### src/rtl/uart_pkg.sv
// uart_pkg: shared types and constants for the UART receive controller.
//   rx_state_t  - frame sequencer states
//   OVERSAMPLE  - oversample ticks per bit
//   MID_SAMPLE  - os_cnt value at mid start bit
//   LAST_SAMPLE - os_cnt value at mid data/stop bit
//   DATA_BITS   - data bits per frame
package uart_pkg;

  typedef enum logic [1:0] {
    IDLE  = 2'd0,
    START = 2'd1,
    DATA  = 2'd2,
    STOP  = 2'd3
  } rx_state_t;

  localparam int OVERSAMPLE  = 16;
  localparam int MID_SAMPLE  = 7;
  localparam int LAST_SAMPLE = 15;
  localparam int DATA_BITS   = 8;

endpackage

### src/rtl/uart_rx_ctrl_if.sv
// uart_rx_ctrl_if: line, control and byte-handshake signals of the UART
// receiver.
//   enable     - receiver enable (master -> slave)
//   rx         - raw UART line, idle high (master -> slave)
//   ready      - consumer accepts data_out (master -> slave)
//   data_out   - FIFO head byte (slave -> master)
//   valid      - FIFO non-empty (slave -> master)
//   frame_err  - one-cycle pulse on bad stop bit (slave -> master)
//   overrun    - one-cycle pulse on byte dropped, FIFO full (slave -> master)
//   fifo_count - current FIFO occupancy (slave -> master)
interface uart_rx_ctrl_if #(
  parameter int FIFO_DEPTH = 4
);
  localparam int CNT_W = $clog2(FIFO_DEPTH) + 1;

  logic             enable;
  logic             rx;
  logic             ready;
  logic [7:0]       data_out;
  logic             valid;
  logic             frame_err;
  logic             overrun;
  logic [CNT_W-1:0] fifo_count;

  modport master (
    output enable, rx, ready,
    input  data_out, valid, frame_err, overrun, fifo_count
  );

  modport slave (
    input  enable, rx, ready,
    output data_out, valid, frame_err, overrun, fifo_count
  );

endinterface

### src/rtl/uart_rx_fifo.sv
// uart_rx_fifo: synchronous FIFO holding received bytes.
//   clk, rst - clock and synchronous active-high reset
//   push_i   - write data_i (ignored when full unless a pop occurs too)
//   data_i   - byte to write
//   pop_i    - remove head entry (ignored when empty)
//   data_o   - head entry (registered storage)
//   full_o   - FIFO holds DEPTH entries
//   empty_o  - FIFO holds no entries
//   count_o  - occupancy
module uart_rx_fifo #(
  parameter int DEPTH = 4
) (
  input  logic                       clk,
  input  logic                       rst,
  input  logic                       push_i,
  input  logic [7:0]                 data_i,
  input  logic                       pop_i,
  output logic [7:0]                 data_o,
  output logic                       full_o,
  output logic                       empty_o,
  output logic [$clog2(DEPTH):0]     count_o
);
  localparam int PTR_W = $clog2(DEPTH);
  localparam int CNT_W = PTR_W + 1;

  logic [7:0]       mem_q [DEPTH];
  logic [PTR_W-1:0] wr_ptr_q, wr_ptr_d;
  logic [PTR_W-1:0] rd_ptr_q, rd_ptr_d;
  logic [CNT_W-1:0] count_q, count_d;
  logic             do_push, do_pop;

  assign full_o  = (count_q == CNT_W'(DEPTH));
  assign empty_o = (count_q == '0);
  assign count_o = count_q;
  assign data_o  = mem_q[rd_ptr_q];

  // A push into a full FIFO still succeeds when the head leaves in the same
  // cycle: wr_ptr equals rd_ptr then, so the freed slot is reused.
  assign do_pop  = pop_i && !empty_o;
  assign do_push = push_i && (!full_o || do_pop);

  always_comb begin
    wr_ptr_d = wr_ptr_q;
    rd_ptr_d = rd_ptr_q;
    count_d  = count_q;
    if (do_push) wr_ptr_d = wr_ptr_q + PTR_W'(1);
    if (do_pop)  rd_ptr_d = rd_ptr_q + PTR_W'(1);
    case ({do_push, do_pop})
      2'b10:   count_d = count_q + CNT_W'(1);
      2'b01:   count_d = count_q - CNT_W'(1);
      default: count_d = count_q;
    endcase
  end

  always_ff @(posedge clk) begin
    if (rst) begin
      wr_ptr_q <= '0;
      rd_ptr_q <= '0;
      count_q  <= '0;
      for (int i = 0; i < DEPTH; i++) mem_q[i] <= 8'h00;
    end else begin
      wr_ptr_q <= wr_ptr_d;
      rd_ptr_q <= rd_ptr_d;
      count_q  <= count_d;
      if (do_push) mem_q[wr_ptr_q] <= data_i;
    end
  end

endmodule

### src/rtl/uart_rx_ctrl.sv
// uart_rx_ctrl: UART receive controller. Synchronizes rx, generates the 16x
// oversample tick, qualifies the start bit at mid-bit, shifts in 8 data bits
// LSB-first, checks the stop bit and queues good bytes in uart_rx_fifo.
//   clk - single clock, rising edge
//   rst - synchronous active-high reset
//   bus - uart_rx_ctrl_if slave: enable, rx, ready in; data_out, valid,
//         frame_err, overrun, fifo_count out
module uart_rx_ctrl
  import uart_pkg::*;
#(
  parameter int BAUD_DIV   = 27,
  parameter int FIFO_DEPTH = 4
) (
  input  logic             clk,
  input  logic             rst,
  uart_rx_ctrl_if.slave    bus
);
  localparam int DIV_W = $clog2(BAUD_DIV);
  localparam int OS_W  = $clog2(OVERSAMPLE);
  localparam int BIT_W = $clog2(DATA_BITS);
  localparam int CNT_W = $clog2(FIFO_DEPTH) + 1;

  logic             rx_meta_q, rx_s_q;
  logic [DIV_W-1:0] div_q, div_d;
  logic             tick;
  rx_state_t        state_q, state_d;
  logic [OS_W-1:0]  os_q, os_d;
  logic [BIT_W-1:0] bit_q, bit_d;
  logic [7:0]       shift_q, shift_d;
  logic             frame_err_q, frame_err_d;
  logic             overrun_q, overrun_d;
  logic             push;
  logic             pop_req;
  logic             fifo_full, fifo_empty;
  logic [CNT_W-1:0] fifo_count;

  assign tick = (div_q == DIV_W'(BAUD_DIV - 1));

  always_comb begin
    state_d     = state_q;
    os_d        = os_q;
    bit_d       = bit_q;
    shift_d     = shift_q;
    frame_err_d = 1'b0;
    push        = 1'b0;
    div_d       = tick ? '0 : div_q + DIV_W'(1);
    if (tick) os_d = os_q + OS_W'(1);

    if (!bus.enable) begin
      // Disabled: abandon any partial frame silently.
      state_d = IDLE;
      os_d    = '0;
      bit_d   = '0;
      div_d   = '0;
    end else begin
      case (state_q)
        IDLE: begin
          os_d  = '0;
          bit_d = '0;
          if (!rx_s_q) begin
            state_d = START;
            // Restarting the divider phase-aligns ticks to the start edge.
            div_d   = '0;
          end
        end
        START: begin
          if (tick && os_q == OS_W'(MID_SAMPLE)) begin
            os_d    = '0;
            state_d = rx_s_q ? IDLE : DATA;
          end
        end
        DATA: begin
          if (tick && os_q == OS_W'(LAST_SAMPLE)) begin
            shift_d = {rx_s_q, shift_q[7:1]};
            bit_d   = bit_q + BIT_W'(1);
            if (bit_q == BIT_W'(DATA_BITS - 1)) begin
              state_d = STOP;
              os_d    = '0;
            end
          end
        end
        STOP: begin
          if (tick && os_q == OS_W'(LAST_SAMPLE)) begin
            state_d = IDLE;
            os_d    = '0;
            if (rx_s_q) push = 1'b1;
            else        frame_err_d = 1'b1;
          end
        end
        default: state_d = IDLE;
      endcase
    end
  end

  // A good byte is lost only if the FIFO is full and its head is not leaving.
  assign pop_req   = bus.ready && !fifo_empty;
  assign overrun_d = push && fifo_full && !pop_req;

  always_ff @(posedge clk) begin
    if (rst) begin
      rx_meta_q   <= 1'b1;
      rx_s_q      <= 1'b1;
      div_q       <= '0;
      state_q     <= IDLE;
      os_q        <= '0;
      bit_q       <= '0;
      shift_q     <= 8'h00;
      frame_err_q <= 1'b0;
      overrun_q   <= 1'b0;
    end else begin
      rx_meta_q   <= bus.rx;
      rx_s_q      <= rx_meta_q;
      div_q       <= div_d;
      state_q     <= state_d;
      os_q        <= os_d;
      bit_q       <= bit_d;
      shift_q     <= shift_d;
      frame_err_q <= frame_err_d;
      overrun_q   <= overrun_d;
    end
  end

  uart_rx_fifo #(
    .DEPTH (FIFO_DEPTH)
  ) u_fifo (
    .clk     (clk),
    .rst     (rst),
    .push_i  (push),
    .data_i  (shift_q),
    .pop_i   (bus.ready),
    .data_o  (bus.data_out),
    .full_o  (fifo_full),
    .empty_o (fifo_empty),
    .count_o (fifo_count)
  );

  assign bus.valid      = !fifo_empty;
  assign bus.fifo_count = fifo_count;
  assign bus.frame_err  = frame_err_q;
  assign bus.overrun    = overrun_q;

endmodule

### src/flat_wrapper.sv
// flat-port wrapper written by rule: the top's interface ports become plain ports
module uart_rx_ctrl_flat import uart_pkg::*;
#(
  parameter int BAUD_DIV   = 27,
  parameter int FIFO_DEPTH = 4
)
  (clk, rst, bus_enable, bus_rx, bus_ready, bus_data_out, bus_valid, bus_frame_err, bus_overrun, bus_fifo_count);
  uart_rx_ctrl_if #(.FIFO_DEPTH(FIFO_DEPTH)) bus_i ();
  input  logic clk;
  input  logic rst;
  input wire logic [$bits(bus_i.enable)-1:0] bus_enable;
  input wire logic [$bits(bus_i.rx)-1:0] bus_rx;
  input wire logic [$bits(bus_i.ready)-1:0] bus_ready;
  output wire logic [$bits(bus_i.data_out)-1:0] bus_data_out;
  output wire logic [$bits(bus_i.valid)-1:0] bus_valid;
  output wire logic [$bits(bus_i.frame_err)-1:0] bus_frame_err;
  output wire logic [$bits(bus_i.overrun)-1:0] bus_overrun;
  output wire logic [$bits(bus_i.fifo_count)-1:0] bus_fifo_count;
  assign bus_i.enable = bus_enable;
  assign bus_i.rx = bus_rx;
  assign bus_i.ready = bus_ready;
  assign bus_data_out = bus_i.data_out;
  assign bus_valid = bus_i.valid;
  assign bus_frame_err = bus_i.frame_err;
  assign bus_overrun = bus_i.overrun;
  assign bus_fifo_count = bus_i.fifo_count;
  uart_rx_ctrl #(.BAUD_DIV(BAUD_DIV), .FIFO_DEPTH(FIFO_DEPTH)) u_core (.clk(clk), .rst(rst), .bus(bus_i));
endmodule
### config.mk
export PLATFORM = sky130hd
export DESIGN_NAME = uart_rx_ctrl_flat
export DESIGN_NICKNAME = d
export VERILOG_FILES = /design/src/rtl/uart_pkg.sv /design/src/rtl/uart_rx_ctrl_if.sv /design/src/rtl/uart_rx_fifo.sv /design/src/rtl/uart_rx_ctrl.sv /design/src/flat_wrapper.sv
export SDC_FILE = /design/constraint.sdc
export NUM_CORES = 1
export LEC_CHECK = 0
export CAP_MARGIN = 20
export CORE_UTILIZATION = 40
export DETAILED_ROUTE_END_ITERATION = 16
export PLACE_DENSITY = 0.62
export SLEW_MARGIN = 20
export SYNTH_ARGS = -nofsm -noshare
export SYNTH_HDL_FRONTEND = slang
export SYNTH_SLANG_ARGS = --single-unit
### constraint.sdc
create_clock -name clk -period 2.5 [get_ports clk]
set_input_delay 0.375 -clock clk [delete_from_list [all_inputs] [get_ports clk]]
set_output_delay 0.375 -clock clk [all_outputs]
set_load 0.03 [all_outputs]
* Word level (Yosys, flattened, before mapping) *
Memories as Yosys holds them, arrays and structs flattened. A register that Yosys moved wholly into a read port is not among the register bits.
Index checks and enable logic that the tools add are counted.

storage, ports and cells
  word-level logic and storage cells = 92
  bits in writable memories = 32
  output and inout bits = 14
  flip-flop bits (word level) = 33
  input port bits = 5
  memories kept = 1

memories
  memory               depth  bits a word  rd ports  clocked after Yosys merged registers in  wr ports  line                text
  u_core.u_fifo.mem_q  4      8            1         1                                        4         uart_rx_fifo.sv:26  logic [7:0] mem_q [DEPTH];

operators by class
  eq/ne operators = 15
  muxes and demuxes = 34
  reduce and logical (&&, ||, !) cells = 20
  bitwise operators = 3
  add/sub/neg operators = 7

operator list
  kind                 number
  $mux 4               5
  $mux 2               9
  $pmux 4 s4           1
  $mux 5               3
  $pmux 3 s2           2
  $mux 1               11
  $mux 8               1
  $ne 2x1->1 const B   4
  $pmux 2 s4           1
  $reduce_or 8->1      1
  $add 3x1->3 const B  2
  $eq 2x2->1 const B   3
  $eq 3x3->1 const B   2
  $logic_and 1x1->1    6
  $add 5x1->5 const B  1
  $eq 5x5->1 const B   1
  $reduce_and 5->1     1
  $add 2x1->2 const B  2
  $add 4x1->4 const B  1
  $eq 2x1->1 const B   2
  $eq 4x3->1 const B   1
  $eq 4x4->1 const B   1
  $reduce_bool 2->1    2
  $reduce_or 4->1      1
  other kinds (11)     15

* Longest topological paths before layout *
Gate-level depths: netlist of the first run.

  depth after elaboration = 11
  mapped depth = 9
  mapped depth without buffers = 9

* Modules after synthesis *
A second synthesis of the first run with hierarchy kept.

second synthesis, totals
  cells, all modules = 259
  area total of the unflattened synthesis = 3151.8 sq um

modules (own cells, without submodules)
  module        instances  cells each  seq. area each (sq um)  area an instance (sq um)
  uart_rx_fifo  1          131         1141.1                  1876.8
  uart_rx_ctrl  1          128         520.5                   1275.0

* Least setup slack after synthesis of the first run *
No wires, ideal clock.

  path type = flip-flop to flip-flop
  from = register u_core.div_q[0]
  to = memory u_core.u_fifo.mem_q[0][0] (enable)
  data required time = 2.191 ns
  setup time = 0.309 ns
  setup slack = 0.465 ns
  cell stages (with the launch flop) = 8
  arrival time = 1.726 ns
  path buffers = 0
  period minus slack after synthesis = 2.035 ns
  cells stage by stage = dfxtp_1 -> inv_1 -> ha_1 -> nand4b_4 -> nor4_4 -> and2b_1 -> nor3b_2 -> or2_2

RTL lines
  element                   line                 text
  start: declaration        uart_rx_ctrl.sv:24   logic [DIV_W-1:0] div_q, div_d;
  start signal: assignment  uart_rx_ctrl.sv:113  div_q <= div_d;
  end: declaration          uart_rx_fifo.sv:26

==> results.cfg, run 1 <==
[worst_setup_path]
reg2reg_depth = 6
arrival_ns = 1.99
cp_cell_sequence = buf_4 -> mux4_2 -> clkdlybuf4s50_1
crit_type = flop to output port
crit_fanout = 8
start_kind = flop
crit_path_end_kind = output port
cpPeakStageDelay_ns = 0.61
cp_slowest_cell = clkdlybuf4s50_1
crit_required_ns = 2.12

[sta]
slew_headroom_pct = 33.5
hold_viol_final = 0
fin_skew_ns = 0.00617
fmax_mhz = 422
tightestPinTransition_ns = 0.985
tns_ns = 0
rsz0062_at_grt = false
setup_viol = 0
finalCriticalPeriod_ns = 2.37
period_share_pct = 94.7
slew_violations = 0

[grt]
grt_pass1_wl_mm = 8.43
grt_pass1_vias = 1797
grtUsageTotal_pct = 15.0
grt_overflow = 0
grt_max_degree = 25
antenna_found_initial = 0

[pwr]
irDropWorstVdd_v = 0.000395
p_leak_uw = 0.00135
p_seq_share_pct = 43.0
power_density_mw_per_mm2 = 817
combinationalPowerShare_pct = 20.9
power.switching_uw = 793
p_int_uw = 2130
p_clk_share_pct = 36.0
switching_share_pct = 27.1

[logic_synthesis]
syn_area_mm2 = 0.00299
ys_top_cells_by_count = 35 x dfxtp_1, 32 x and2_1, 32 x edfxtp_1, 30 x nor2_1
yosysUniqueCellTypes = 51
seq_area_frac_synth_pct = 55.6
synth_nets = 253
ys_seq_elements = 67
syn_avg_cell_area_um2 = 12.4
yosysMostFrequentCell = dfxtp_1
yosysWarnings = 0
synth_top_flop_cell = dfxtp_1
yosys.area.top_type = edfxtp_1
syn_inst = 242
synth_top_cells_by_area = edfxtp_1 32%, dfxtp_1 23%, and2_1 6.7%
synth_top_area_share_pct = 32.1
synth_edf_count = 32
synth_async_sr_flop_share_pct = 0

[placement]
gp_congestion = 0.790
dpl_cell_area_mm2 = 0.00334
post-dp-hpwl_mm = 3.58
io_buffer_count = 18

[detailed_routing]
dr.pass1.iters = 4
wire_per_inst_um = 13.8
vias = 1833
drtIter0Drc = 80
ant_nets = 0
drc = 0
viasPerCell = 4.86
routed_wl_mm = 5.21

[clock_tree]
cts_tree = built
ctsResizeCount = 0
path_clk_slew_ns = 0.08
worstSkewPairLatency_ns = 0.34
cts_root_buffer = clkbuf_8
cts_made_buffers = 9
clock_path_buffers = 2
hold_buffers = 0
cts.sinks = 67
post_cts_buffers = 0
cts.htree.levels = 3

[hold_path]
min_path_type = flop to flop
whs_path_depth = 1

[finish]
drive_gt1_share_pct = 18.3
syn2layout_area_growth_pct = 19.6
diodes = 0
layout.nets = 284
fin_area_mm2 = 0.00358
utilization_pct = 49.3

[floorplan]
initial_core_util_pct = 41.2
core.rowCount = 31
core_region_area_mm2 = 0.00725
ios = 19
die_h_um = 88.5
die_w_um = 88.5
dieArea_mm2 = 0.00783

[status]
status = finished, final reports clean

[flow_run]
maxCapViolations = 0
==> registers in the layout, indices dropped and copies added, names as in the netlist, named ones only <==
name / flops
u_core.bit_q: 3
u_core.bus.frame_err: 1
u_core.bus.overrun: 1
u_core.div_q: 5
u_core.os_q: 4
u_core.rx_meta_q: 1
u_core.rx_s_q: 1
u_core.shift_q: 8
u_core.state_q: 1
u_core.u_fifo.count_o: 3
u_core.u_fifo.mem_q: 32
u_core.u_fifo.rd_ptr_q: 2
u_core.u_fifo.wr_ptr_q: 2
==> metal layers <==
metal  GRT usage, %  routed length (µm)  up-vias
li1               -                   -      929
met1           17.8                2440      872
met2           24.8                2490       22
met3           3.08                 140       10
met4           9.68                 132        0
met5              0                   0        -
==> power by group through the flow <==
stage | clock network (µW) | logic, µW | registers [µW]
final | 1050 | 612 | 1260
after detailed placement | 0 | 619 | 1280
after global routing | 1120 | 658 | 1270
after floorplan | 0 | 388 | 1300
after CTS | 1070 | 621 | 1260
after global placement | 0 | 615 | 1280
==> through the flow <==
stage	setup WS, ns	instances	hold WS, ns	power (µW)
floorplan	0.465	242	0.389	1690
global placement	0.148	361	0.398	1900
detailed placement	0.0670	361	0.405	1900
CTS	0.0910	377	0.423	2950
global route	0.0279	377	0.442	3040
finish	0.132	377	0.418	2920
==> layout by cell type, fill, tap and decap left out, types with 3 or more instances in the layout <==
cell	Yosys	final
and2_1	32	32
inv_1	5	5
xnor2_1	5	5
and3_1	3	3
nand2_1	9	9
nand3_1	5	5
ha_1	5	5
mux4_2	8	8
nor2_1	30	30
nand4_1	5	5
xor2_1	6	6
mux2i_1	9	9
mux2_2	3	3
edfxtp_1	32	32
clkdlybuf4s50_1	0	18
clkbuf_8	0	9
buf_4	1	12
dfxtp_1	35	35
or2_2	3	3
==> final timing paths <==
| check | from | end | slack, ns |
|---|---|---|---|
| setup reg to reg | u_core.os_q[0] | u_core.u_fifo.mem_q[0][0] | 0.33 |
| hold / removal | u_core.rx_meta_q | u_core.rx_s_q | 0.42 |
| hold reg to reg | u_core.rx_meta_q | u_core.rx_s_q | 0.42 |
| setup / recovery | flop | bus_data_out[7] | 0.13 |
==> cell type report <==
class                   count  area (µm²)
multi-input cells         160        1270
clock buffers              10         149
flip-flops and latches     67        1660
well taps                  99         124
fillers                   682        3680
repair buffers             30         270
inverters                   5        18.8
clock inverters             6        86.3
==> worst max-delay path, delay by kind of cell (launching register included) <==
kind | cells | cell delay [ns]
buf+inv | 2 | 0.81
flops | 1 | 0.31
mux | 1 | 0.53
==> kinds of logic after synthesis <==
kind of cell	after synthesis	share of synthesized area, %
simple gates	106	21.9
flops	67	55.6
mux	20	10.2
compound gates	17	4.31
buf+inv	15	2.09
xor+xnor	11	3.22
fa+ha+maj	6	2.76
(Power assumes the default switching activity.)
==> run 2: changes to the inputs <==
--- a/config.mk
+++ b/config.mk
@@ -13,3 +13,4 @@
 export SYNTH_ARGS = -nofsm -noshare
 export SYNTH_HDL_FRONTEND = slang
 export SYNTH_SLANG_ARGS = --single-unit
+export TNS_END_PERCENT = 30
==> constraint.sdc (replaced) <==
create_clock -name clk -period 2.48 [get_ports clk]
set_input_delay 0.372 -clock clk [delete_from_list [all_inputs] [get_ports clk]]
set_output_delay 0.372 -clock clk [all_outputs]
set_load 0.03 [all_outputs]
==> results.cfg, run 2 (synthesis gave the netlist of run 1 again) <==
[status]
status = finished, final reports clean

[placement]
post-dp-hpwl_mm = 3.56
io_buffer_count = 18
gp_congestion = 0.789

[worst_setup_path]
cp_slowest_cell = clkdlybuf4s50_1
crit_required_ns = 2.11
reg2reg_depth = 6
start_kind = flop
crit_family = buffers and inverters
crit_path_end_kind = output port
crit_type = flop to output port
arrival_ns = 1.99
cp_cell_sequence = buf_4 -> mux4_2 -> clkdlybuf4s50_1
path_depth = 3
worst-path-buf-inv = 2
crit_fanout = 8
cpPeakStageDelay_ns = 0.61

[clock_tree]
cts.sinks = 67
hold_buffers = 0
cts_made_buffers = 9
cts_root_buffer = clkbuf_8
worstSkewPairLatency_ns = 0.34
cts.htree.levels = 3
path_clk_slew_ns = 0.07
ctsResizeCount = 0
post_cts_buffers = 0
clock_path_buffers = 2
cts_tree = built

[detailed_routing]
drtIter0Drc = 69
routed_wl_mm = 5.19
viasPerCell = 4.92
drc = 0
dr.pass1.iters = 4
ant_nets = 0
vias = 1854
wire_per_inst_um = 13.8

[grt]
grt_pass1_wl_mm = 8.54
grtUsageTotal_pct = 15.0
antenna_found_initial = 0
grt_pass1_vias = 1764
grt_max_degree = 25
grt_overflow = 0

[hold_path]
min_path_type = flop to flop
whs_path_depth = 1

[floorplan]
dieArea_mm2 = 0.00783
die_h_um = 88.5
ios = 19
die_w_um = 88.5
core_region_area_mm2 = 0.00725
initial_core_util_pct = 41.2
core.rowCount = 31

[sta]
finalCriticalPeriod_ns = 2.36
period_share_pct = 95.3
fmax_mhz = 423
rsz0062_at_grt = false
tns_ns = 0
hold_viol_final = 0
tightestPinTransition_ns = 0.954
slew_violations = 0
fin_skew_ns = 0.00808
setup_viol = 0
slew_headroom_pct = 35.6

[finish]
drive_gt1_share_pct = 17.6
layout.nets = 284
reg_top3 = u_core.u_fifo.mem_q: 32 flops, u_core.shift_q: 8 flops, u_core.div_q: 5 flops
diodes = 0
syn2layout_area_growth_pct = 19.0
layout_commonest_cell = dfxtp_1
top_register = u_core.u_fifo.mem_q
final_cell_mix = 35 x dfxtp_1, 32 x and2_1, 32 x edfxtp_1
largest_reg_flops = 32

[pwr]
p_leak_uw = 0.00134
irDropWorstVdd_v = 0.000388
power_density_mw_per_mm2 = 811
power_uw = 2880

[flow_run]
maxCapViolations = 0
## run 2: changes by cell type in the layout (fill, tap and decap cells not counted)
cell and change:
clkbuf_1 +1, clkbuf_16 -1, clkbuf_8 +1, clkinv_1 +1
clkinv_2 -1, clkinv_4 -1
## run 2: routing by layer
layer,routed length [µm],share of wire (%),GRT usage [%],vias up
met2,2480,48,24.3,26
met1,2430,47,18.7,895
li1,-,-,-,923
met3,155,3.0,3.08,10
met5,0,0,0,-
met4,123,2.4,8.80,0
## run 2: worst paths after layout
path | startpoint | end | slack [ns]
worst max-delay path | flop | bus_data_out[7] | 0.12
worst max register to register | u_core.os_q[0] | u_core.u_fifo.mem_q[0][4] | 0.30
worst min-delay path | u_core.rx_meta_q | u_core.rx_s_q | 0.43
worst min register to register | u_core.rx_meta_q | u_core.rx_s_q | 0.43
## run 2: stage by stage
step                      hold WS [ns]  instances  util [%]  setup WS [ns]  area (µm²)
final                            0.425        377      49.1          0.118        3560
after global routing             0.442        377      49.1         0.0187        3560
after detailed placement         0.405        361      46.1         0.0528        3340
after CTS                        0.426        377      49.1         0.0857        3560
after global placement           0.398        361      46.1          0.130        3340
after floorplan                  0.389        242         -          0.445        2990
## run 2: final cells by class
class	count	area (µm²)
multi-input cells	160	1270
clock buffers	11	141
repair buffers	30	270
well taps	99	124
fillers	664	3690
flip-flops and latches	67	1660
inverters	5	18.8
clock inverters	5	76.3
## run 2: power by group
part	internal, µW	switching (µW)
clock	589	409
combinational	303	315
sequential	1220	50.3
## run 2: worst register-to-register path, delay by kind of cell (launching register included)
family | cells | cell delay, ns
fa+ha+maj | 1 | 0.28
simple gates | 5 | 1.22
flops | 1 | 0.37
==> run 3: changes to the inputs <==
==> constraint.sdc (replaced) <==
create_clock -name clk -period 2.48 [get_ports clk]
set_input_delay 0.372 -clock clk [delete_from_list [all_inputs] [get_ports clk]]
set_output_delay 0.372 -clock clk [all_outputs]
set_load 0.005 [all_outputs]
==> results.cfg, run 3 (synthesis gave the netlist of run 1 again) <==
[status]
status = finished, final reports clean

[placement]
post-dp-hpwl_mm = 3.58
pre_cts_ws_ns = 0.0762
gp_congestion = 0.811
dpl_cell_area_mm2 = 0.00334
io_buffer_count = 18

[pwr]
power.switching_uw = 639
power_density_mw_per_mm2 = 731
power_uw = 2570
switching_share_pct = 24.8
p_seq_share_pct = 49.7
p_clk_share_pct = 32.2
p_leak_uw = 0.00132
p_int_uw = 1930
irDropWorstVdd_v = 0.000259
combinationalPowerShare_pct = 18.2

[detailed_routing]
vias = 1834
dr.pass1.iters = 4
wire_per_inst_um = 13.7
viasPerCell = 4.86
ant_nets = 0
routed_wl_mm = 5.15
drtIter0Drc = 54
drc = 0

[sta]
finalCriticalPeriod_ns = 2.33
slew_violations = 0
tns_ns = 0
tightestPinTransition_ns = 1.00
fmax_mhz = 430
rsz0062_at_grt = false
final.setup.worst_slack_ns = 0.152
setup_viol = 0
period_share_pct = 93.9
hold_viol_final = 0
slew_headroom_pct = 32.3
fin_skew_ns = 0.00350

[grt]
grtUsageTotal_pct = 14.9
grt_pass1_vias = 1786
grt_overflow = 0
antenna_found_initial = 0
grt_pass1_wl_mm = 8.50
grt_max_degree = 27

[worst_setup_path]
crit_required_ns = 2.11
cpPeakStageDelay_ns = 0.50
cp_cell_sequence = buf_4 -> mux4_2 -> clkdlybuf4s50_1
arrival_ns = 1.96
reg2reg_from = u_core.os_q[0]
start_kind = flop
crit_path_end_kind = output port
cp_slowest_cell = mux4_2
crit_type = flop to output port
crit_fanout = 6

[clock_tree]
ctsResizeCount = 0
post_cts_buffers = 0
cts_root_buffer = clkbuf_8
cts_made_buffers = 9
worstSkewPairLatency_ns = 0.34
clock_path_buffers = 2
hold_buffers = 0
path_clk_slew_ns = 0.07
cts_tree = built
cts.sinks = 67
cts.htree.levels = 3

[floorplan]
ios = 19
die_h_um = 88.5
initial_core_util_pct = 41.2
core_region_area_mm2 = 0.00725
dieArea_mm2 = 0.00783
die_w_um = 88.5
core.rowCount = 31

[finish]
syn2layout_area_growth_pct = 17.7
layout.nets = 284
largest_reg_flops = 32
diodes = 0
final_cell_mix = 35 x dfxtp_1, 32 x and2_1, 32 x edfxtp_1
layout_commonest_cell = dfxtp_1
fillCellCount = 673
fin_area_mm2 = 0.00352
reg_top3 = u_core.u_fifo.mem_q: 32 flops, u_core.shift_q: 8 flops, u_core.div_q: 5 flops
drive_gt1_share_pct = 17.6
utilization_pct = 48.5
top_register = u_core.u_fifo.mem_q

[hold_path]
hp-start = u_core.rx_meta_q
min_path_type = flop to flop

[flow_run]
maxCapViolations = 0
## run 3: cell types whose count changed in the layout (fill, tap and decap cells not counted), sizes merged
cell    change
bufinv      -2
clkinv      +2
## run 3: power groups by stage
stage / Clock (µW) / Sequential [µW] / Combinational (µW)
floorplan: 0 / 1280 / 283
global placement: 0 / 1300 / 470
detailed placement: 0 / 1310 / 475
CTS: 851 / 1280 / 477
global route: 893 / 1290 / 520
finish: 828 / 1280 / 468
## run 3: final cells by class
| class | count | area [µm²] | area share (%) |
|---|---|---|---|
| clock buffer | 11 | 153 | 4.34 |
| tap | 99 | 124 | 3.52 |
| timing repair buffer | 30 | 270 | 7.68 |
| inverter | 5 | 18.8 | 0.533 |
| multi-input combinational | 160 | 1270 | 36.0 |
| clock inverter | 5 | 26.3 | 0.747 |
| sequential | 67 | 1660 | 47.2 |
## run 3: metal layers
| layer | global-route usage (%) | vias up | share of wire (%) |
|---|---|---|---|
| li1 | - | 920 | - |
| met4 | 9.09 | 0 | 2.7 |
| met3 | 3.08 | 14 | 2.9 |
| met5 | 0 | - | 0 |
| met1 | 18.2 | 870 | 46 |
| met2 | 24.3 | 30 | 48 |
## run 3: path summary, 6_finish.rpt
kind,endpoint,slack [ns],cells past startpoint
worst max-delay path,bus_data_out[0],0.15,3
worst min-delay path,u_core.rx_s_q,0.41,1
worst max register to register,u_core.u_fifo.mem_q[0][6],0.33,6
worst min register to register,u_core.rx_s_q,0.41,1
## run 3: through the flow
stage / instances / hold slack (ns)
after global placement: 361 / 0.397
after floorplan: 242 / 0.389
after CTS: 377 / 0.421
after global routing: 377 / 0.429
final: 377 / 0.410
after detailed placement: 361 / 0.399
## run 3: worst max-delay path, delay by kind of cell, from the launching register on
family / cells / cell delay [ns]
multiplexers: 1 / 0.50
flip-flops: 1 / 0.44
buffers and inverters: 2 / 0.68
